<file path="src/rtl/bp_io_scratch_responder.sv">
// I/O-channel scratch responder: services BedRock mem commands from a small 64-bit register file after a fixed latency.
// Optional feature macro: BP_IO_SCRATCH_OOR_ERR_EN (out-of-range address check; default build wraps the index).
package bp_io_scratch_pkg;

    typedef enum logic [7:0] {
        e_bp_default_cfg = 8'd0
    } bp_params_e;

    localparam int unsigned paddr_width_gp     = 40;
    localparam int unsigned cce_block_width_gp = 512;
    localparam int unsigned lce_id_width_gp    = 4;
    localparam int unsigned lce_assoc_gp       = 8;
    localparam int unsigned way_id_width_gp    = $clog2(lce_assoc_gp);

    typedef enum logic [3:0] {
        e_bedrock_mem_rd    = 4'd0,
        e_bedrock_mem_wr    = 4'd1,
        e_bedrock_mem_uc_rd = 4'd2,
        e_bedrock_mem_uc_wr = 4'd3,
        e_bedrock_mem_pre   = 4'd4,
        e_bedrock_mem_amo   = 4'd5
    } bp_bedrock_mem_type_e;

    typedef struct packed {
        logic [lce_id_width_gp-1:0] lce_id;
        logic [way_id_width_gp-1:0] way_id;
        logic                       uncached;
        logic                       speculative;
    } bp_bedrock_mem_payload_s;

    typedef struct packed {
        bp_bedrock_mem_type_e      msg_type;
        logic [3:0]                subop;
        logic [paddr_width_gp-1:0] addr;
        logic [2:0]                size;
        bp_bedrock_mem_payload_s   payload;
    } bp_bedrock_mem_header_s;

    typedef struct packed {
        bp_bedrock_mem_header_s        header;
        logic [cce_block_width_gp-1:0] data;
    } bp_bedrock_mem_msg_s;

    localparam int unsigned cce_mem_msg_width_gp = $bits(bp_bedrock_mem_msg_s);

endpackage

module bp_io_scratch_responder
    import bp_io_scratch_pkg::*;
#(
    parameter bp_params_e  bp_params_p = e_bp_default_cfg,
    parameter int unsigned els_p       = 16,
    parameter int unsigned latency_p   = 2,
    localparam int unsigned cce_mem_msg_width_lp = cce_mem_msg_width_gp
) (
    input  logic                            clk_i,
    input  logic                            reset_n_i,
    input  logic [cce_mem_msg_width_lp-1:0] io_cmd_i,
    input  logic                            io_cmd_v_i,
    output logic                            io_cmd_ready_then_o,
    output logic [cce_mem_msg_width_lp-1:0] io_resp_o,
    output logic                            io_resp_v_o,
    input  logic                            io_resp_yumi_i,
    output logic                            err_o
);

    localparam int unsigned idx_width_lp  = $clog2(els_p);
    localparam int unsigned cnt_width_lp  = 4;
    localparam int unsigned word_width_lp = 64;

    if (bp_params_p != e_bp_default_cfg) begin : g_cfg_chk
        $error("bp_io_scratch_responder: only e_bp_default_cfg is provided");
    end
    if (els_p < 2 || (els_p & (els_p - 1)) != 0) begin : g_els_chk
        $error("bp_io_scratch_responder: els_p must be a power of two >= 2");
    end
    if (latency_p < 1 || latency_p > 15) begin : g_lat_chk
        $error("bp_io_scratch_responder: latency_p must be in 1..15");
    end

    typedef enum logic [1:0] {e_ready, e_wait, e_resp} state_e;

    state_e                     r_state, w_state_n;
    logic [cnt_width_lp-1:0]    r_cnt, w_cnt_n;
    logic                       r_ready, r_resp_v, r_err;
    bp_bedrock_mem_header_s     r_hdr;
    logic [word_width_lp-1:0]   r_rdata;
    logic [word_width_lp-1:0]   r_mem [els_p];

    bp_bedrock_mem_msg_s        w_cmd, w_resp;
    logic                       w_accept;
    logic [idx_width_lp-1:0]    w_idx;
    logic [2:0]                 w_off;
    logic [5:0]                 w_shift;
    logic [word_width_lp-1:0]   w_size_mask, w_word, w_wr_mask, w_wr_data, w_new_word, w_rd_data;
    logic                       w_size_ok, w_is_wr, w_is_rd, w_oor, w_do_wr, w_cmd_err;
    logic                       w_unused;

    assign w_cmd    = bp_bedrock_mem_msg_s'(io_cmd_i);
    assign w_accept = io_cmd_v_i & r_ready;
    assign w_unused = ^{w_cmd.data[cce_block_width_gp-1:word_width_lp], w_cmd.header.addr};

    // Command decode: byte lane selection, write merge and read extraction on the addressed word
    always_comb begin
        w_idx = w_cmd.header.addr[3 +: idx_width_lp];
        case (w_cmd.header.size[1:0])
            2'd0: begin
                w_size_mask = 64'h0000_0000_0000_00ff;
                w_off       = w_cmd.header.addr[2:0];
            end
            2'd1: begin
                w_size_mask = 64'h0000_0000_0000_ffff;
                w_off       = {w_cmd.header.addr[2:1], 1'b0};
            end
            2'd2: begin
                w_size_mask = 64'h0000_0000_ffff_ffff;
                w_off       = {w_cmd.header.addr[2], 2'b00};
            end
            default: begin
                w_size_mask = 64'hffff_ffff_ffff_ffff;
                w_off       = 3'b000;
            end
        endcase
        w_shift   = {w_off, 3'b000};
        w_size_ok = ~w_cmd.header.size[2];
        w_is_wr   = (w_cmd.header.msg_type == e_bedrock_mem_wr)
                  | (w_cmd.header.msg_type == e_bedrock_mem_uc_wr);
        w_is_rd   = (w_cmd.header.msg_type == e_bedrock_mem_rd)
                  | (w_cmd.header.msg_type == e_bedrock_mem_uc_rd);
`ifdef BP_IO_SCRATCH_OOR_ERR_EN
        w_oor     = (w_cmd.header.addr >> (3 + idx_width_lp)) != '0;
`else
        w_oor     = 1'b0;
`endif
        w_word     = r_mem[w_idx];
        w_wr_mask  = w_size_mask << w_shift;
        w_wr_data  = w_cmd.data[word_width_lp-1:0] << w_shift;
        w_new_word = (w_word & ~w_wr_mask) | (w_wr_data & w_wr_mask);
        w_do_wr    = w_accept & w_is_wr & w_size_ok & ~w_oor;
        w_cmd_err  = ~(w_is_wr | w_is_rd) | ~w_size_ok | w_oor;
        w_rd_data  = '0;
        if (w_is_rd && w_size_ok) begin
            w_rd_data = w_oor ? w_size_mask : ((w_word >> w_shift) & w_size_mask);
        end
    end

    // Next-state: accept, count out the latency, then hold the response until yumi
    always_comb begin
        w_state_n = r_state;
        w_cnt_n   = r_cnt;
        unique case (r_state)
            e_ready: begin
                if (w_accept) begin
                    w_cnt_n   = cnt_width_lp'(1);
                    w_state_n = (latency_p == 1) ? e_resp : e_wait;
                end
            end
            e_wait: begin
                w_cnt_n = r_cnt + cnt_width_lp'(1);
                if (w_cnt_n == cnt_width_lp'(latency_p)) begin
                    w_state_n = e_resp;
                end
            end
            e_resp: begin
                if (io_resp_yumi_i) begin
                    w_state_n = e_ready;
                end
            end
            default: w_state_n = e_ready;
        endcase
    end

    always_ff @(posedge clk_i or negedge reset_n_i) begin
        if (!reset_n_i) begin
            r_state  <= e_ready;
            r_cnt    <= '0;
            r_ready  <= 1'b0;
            r_resp_v <= 1'b0;
            r_err    <= 1'b0;
            r_hdr    <= '0;
            r_rdata  <= '0;
        end else begin
            r_state  <= w_state_n;
            r_cnt    <= w_cnt_n;
            r_ready  <= (w_state_n == e_ready);
            r_resp_v <= (w_state_n == e_resp);
            if (w_accept) begin
                r_hdr   <= w_cmd.header;
                r_rdata <= w_rd_data;
                if (w_cmd_err) begin
                    r_err <= 1'b1;
                end
            end
        end
    end

    always_ff @(posedge clk_i or negedge reset_n_i) begin
        if (!reset_n_i) begin
            for (int i = 0; i < int'(els_p); i++) begin
                r_mem[i] <= '0;
            end
        end else if (w_do_wr) begin
            r_mem[w_idx] <= w_new_word;
        end
    end

    always_comb begin
        w_resp        = '0;
        w_resp.header = r_hdr;
        w_resp.data   = cce_block_width_gp'(r_rdata);
    end

    assign io_resp_o           = w_resp;
    assign io_resp_v_o         = r_resp_v;
    assign io_cmd_ready_then_o = r_ready;
    assign err_o               = r_err;

endmodule

</file>
<file path="config.mk">
export PLATFORM = sky130hd
export DESIGN_NAME = bp_io_scratch_responder
export DESIGN_NICKNAME = d
export VERILOG_FILES = /design/src/rtl/bp_io_scratch_responder.sv
export SDC_FILE = /design/constraint.sdc
export NUM_CORES = 2
export LEC_CHECK = 0
export BUFFER_PORTS_ARGS = -buffer_cell sky130_fd_sc_hd__buf_4
export CELL_PAD_IN_SITES_DETAIL_PLACEMENT = 0
export CELL_PAD_IN_SITES_GLOBAL_PLACEMENT = 1
export CORE_MARGIN = 4
export CORE_UTILIZATION = 25
export CTS_CLUSTER_SIZE = 12
export DETAILED_ROUTE_END_ITERATION = 8
export MAX_ROUTING_LAYER = met4
export PLACE_DENSITY = 0.56
export SLEW_MARGIN = 15
export SYNTH_ARGS = -nofsm -noshare
export SYNTH_HDL_FRONTEND = slang
export SYNTH_SLANG_ARGS = --single-unit
</file>
<file path="constraint.sdc">
create_clock -name clk_i -period 6.8 [get_ports clk_i]
set_input_delay 0.34 -clock clk_i [delete_from_list [all_inputs] [get_ports clk_i]]
set_output_delay 0.34 -clock clk_i [all_outputs]
set_load 0.005 [all_outputs]
</file>
==> flow_summary.yaml <==
run_status:
  outcome: "completed"
logic_synthesis:
  synth.most_common_cell: "dfrtp_1"
  synthCells: 5530
  async_flop_share: 1.00
  ys_types: 78
  syn_area_per_cell_um2: 10.4
  synth-edff-count: 0
  synth_common_cells: "dfrtp_1 (1,157), nand2_1 (1,129), o21ai_0 (908), buf_4 (471), mux2i_1 (309)"
  ys_ff_latch: 1157
  synth_ff_type: "dfrtp_1"
  synth_area_leaders: "dfrtp_1 (50%), o21ai_0 (7.9%), nand2_1 (7.4%)"
  yosysWarnings: 0
  yosysSeqAreaShare: 0.504
  yosysTopAreaCell: "dfrtp_1"
  synth_top_area_frac: 0.504
  syn_area_mm2: 0.0574
clock_tree:
  h-tree-depth: 4
  root_buffer: "clkbuf_16"
  ctsLongestPathBuffers: 3
  clk_pin_slew_ps: 60
  insertion_delay_ps: 790
  cts_num_sinks: 1157
  cts_hold_buf: 67
  cts_tree: "done"
  cts-resized-gates: 0
  post_cts_buffers: 0
  cts_buffers: 134
sta:
  slew_headroom: 0.103
  rsz0062_at_grt: "no"
  fin_tns_setup_ps: 0
  whs_ps: 154
  worst_slew_pin_slew_ps: 1340
  fmax_mhz: 235
  fin_skew_ps: 23.4
  min_period_over_period: 0.626
  setup_viol: 0
  drv_slew: 0
  hold_viol: 0
  min_period_ps: 4260
placement:
  portBuffers: 254
  gp_congestion: 0.876
  placed_area_mm2: 0.0606
  dp_hpwl_um: 143000
worst_setup_path:
  cp-start-kind: "primary input"
  crit_arrival_ps: 4870
  worst_path_max_delay_cell: "a2111oi_2"
  cp_slowest_stage_delay_ps: 1190
  cp_cell_sequence: "dlygate4sd3_1, buf_4, nor2b_4, nor2_4, buf_4, nand2_1, nor2_1, a2111oi_2, o21ai_0"
  path_buf_inv: 3
  crit_family: "simple AND/OR/NAND/NOR gates"
  end_kind: "register"
  critical_path_required_ps: 7410
  timing.critical_path.mode_cell: "buf_4"
  path_max_fanout: 18
  critPathKind: "primary input to register"
floorplanning:
  core-area_mm2: 0.228
  fp.dieH_um: 487
  start_util: 0.252
  die_area_mm2: 0.237
  die_x_um: 487
  boundaryPins: 1151
  std_cell_rows: 175
cells_and_area:
  drive_above_1_share: 0.185
  nNetsFinal: 6236
  fin_area_mm2: 0.0657
  synthToLayoutAreaGrowth_pct: 14.4
grt:
  grt_start_max_net_pins: 172
  overflow: 0
  grt_pass1_wl_um: 307000
  grt_use_total: 0.183
  grt_pass1_vias: 40394
  grt_antenna_before_repair: 22
routing:
  post_drt_wl_per_cell_um: 24.8
  drt.antenna.violating_nets: 0
  drt_pass1_iterations: 6
  met2_length_um: 102000
  vias: 41872
  met1_length_um: 93300
  drt_iter0_markers: 3211
  drc: 0
  top_layer: "met4"
  routed-wl-met3_um: 13100
  routed_wl_um: 218000
  vias_per_cell: 4.77
power:
  power_density_mw_per_mm2: 263
  power.leakage_nw: 30.2
  peakVddDrop_mv: 0.265
job:
  maxCapViolCount: 0
min_path:
  min_path_type: "primary input to register"
==> per-stage QoR <==
step | worst slack (ps) | power (mW) | utilization | std cells
CTS | 2770 | 17.5 | 0.288 | 8765
global placement | 2140 | 10.1 | 0.266 | 8464
global route | 2680 | 18.0 | 0.288 | 8771
detailed placement | 2160 | 10.1 | 0.266 | 8464
finish | 2540 | 17.3 | 0.288 | 8777
floorplan | 4230 | 9.05 | - | 5977
==> flip-flops by register name, indices dropped and copies added, names as in the netlist <==
register	count
r_mem	1024
r_cnt	4
io_cmd_ready_then_o	1
r_rdata	64
err_o	1
r_state	2
io_resp_v_o	1
io_resp_o	60
==> worst min-delay path, stage by stage <==
cell and delay, ps:
buf_4 180, inv_1 230, o21ai_0 130
==> final cells by class <==
type	count	area (um2)
Tap cell	3009	3760
Antenna cell	12	30.0
Sequential cell	1157	29000
Inverter	9	33.8
Fill cell	23749	162000
Clock buffer	200	3910
Timing Repair Buffer	452	3800
Clock inverter	34	399
Multi-Input combinational cell	3904	24800
==> layer usage <==
metal,global-route usage,vias to the layer above
met5,-,-
met4,0.0677,0
met3,0.0296,339
met2,0.291,1546
met1,0.236,21292
li1,-,18695
==> cells in the final DEF (no fill, tap or decap), types with 88 or more instances in the layout <==
cell type,Yosys,layout
dfrtp_1,1157,1157
nand2_1,1129,1111
o21ai_0,908,906
conb_1,1,448
buf_4,471,364
mux2i_1,309,298
mux2_2,261,261
mux4_2,141,141
clkbuf_16,0,136
nor2_1,127,124
a21oi_1,94,88
==> path summary, 6_finish.rpt <==
path,start,endpoint,slack [ps],cells after the start
setup reg to reg,io_cmd_ready_then_o,r_mem[292],3080,6
hold / removal,io_cmd_i[526],io_resp_o[526],150,3
max in group asynchronous,reset_n_i,r_mem[851],4820,3
min in group asynchronous,reset_n_i,r_mem[618],340,2
setup / recovery,io_cmd_i[525],r_rdata[37],2540,9
hold reg to reg,r_mem[412],r_mem[412],470,2
==> power breakdown <==
group,switching (mW),total [mW],internal [mW]
clock network,3.05,7.17,4.12
logic,1.62,2.52,0.892
registers,0.253,7.57,7.31
==> cells by family after synthesis <==
family          synth area share
buf+inv                   0.0991
flops                      0.504
other cells            0.0000653
fa+ha+maj               0.000436
mux                        0.166
simple gates              0.0930
xor+xnor                0.000153
compound gates             0.137
No activity file was read; power rests on OpenSTA's default activity.
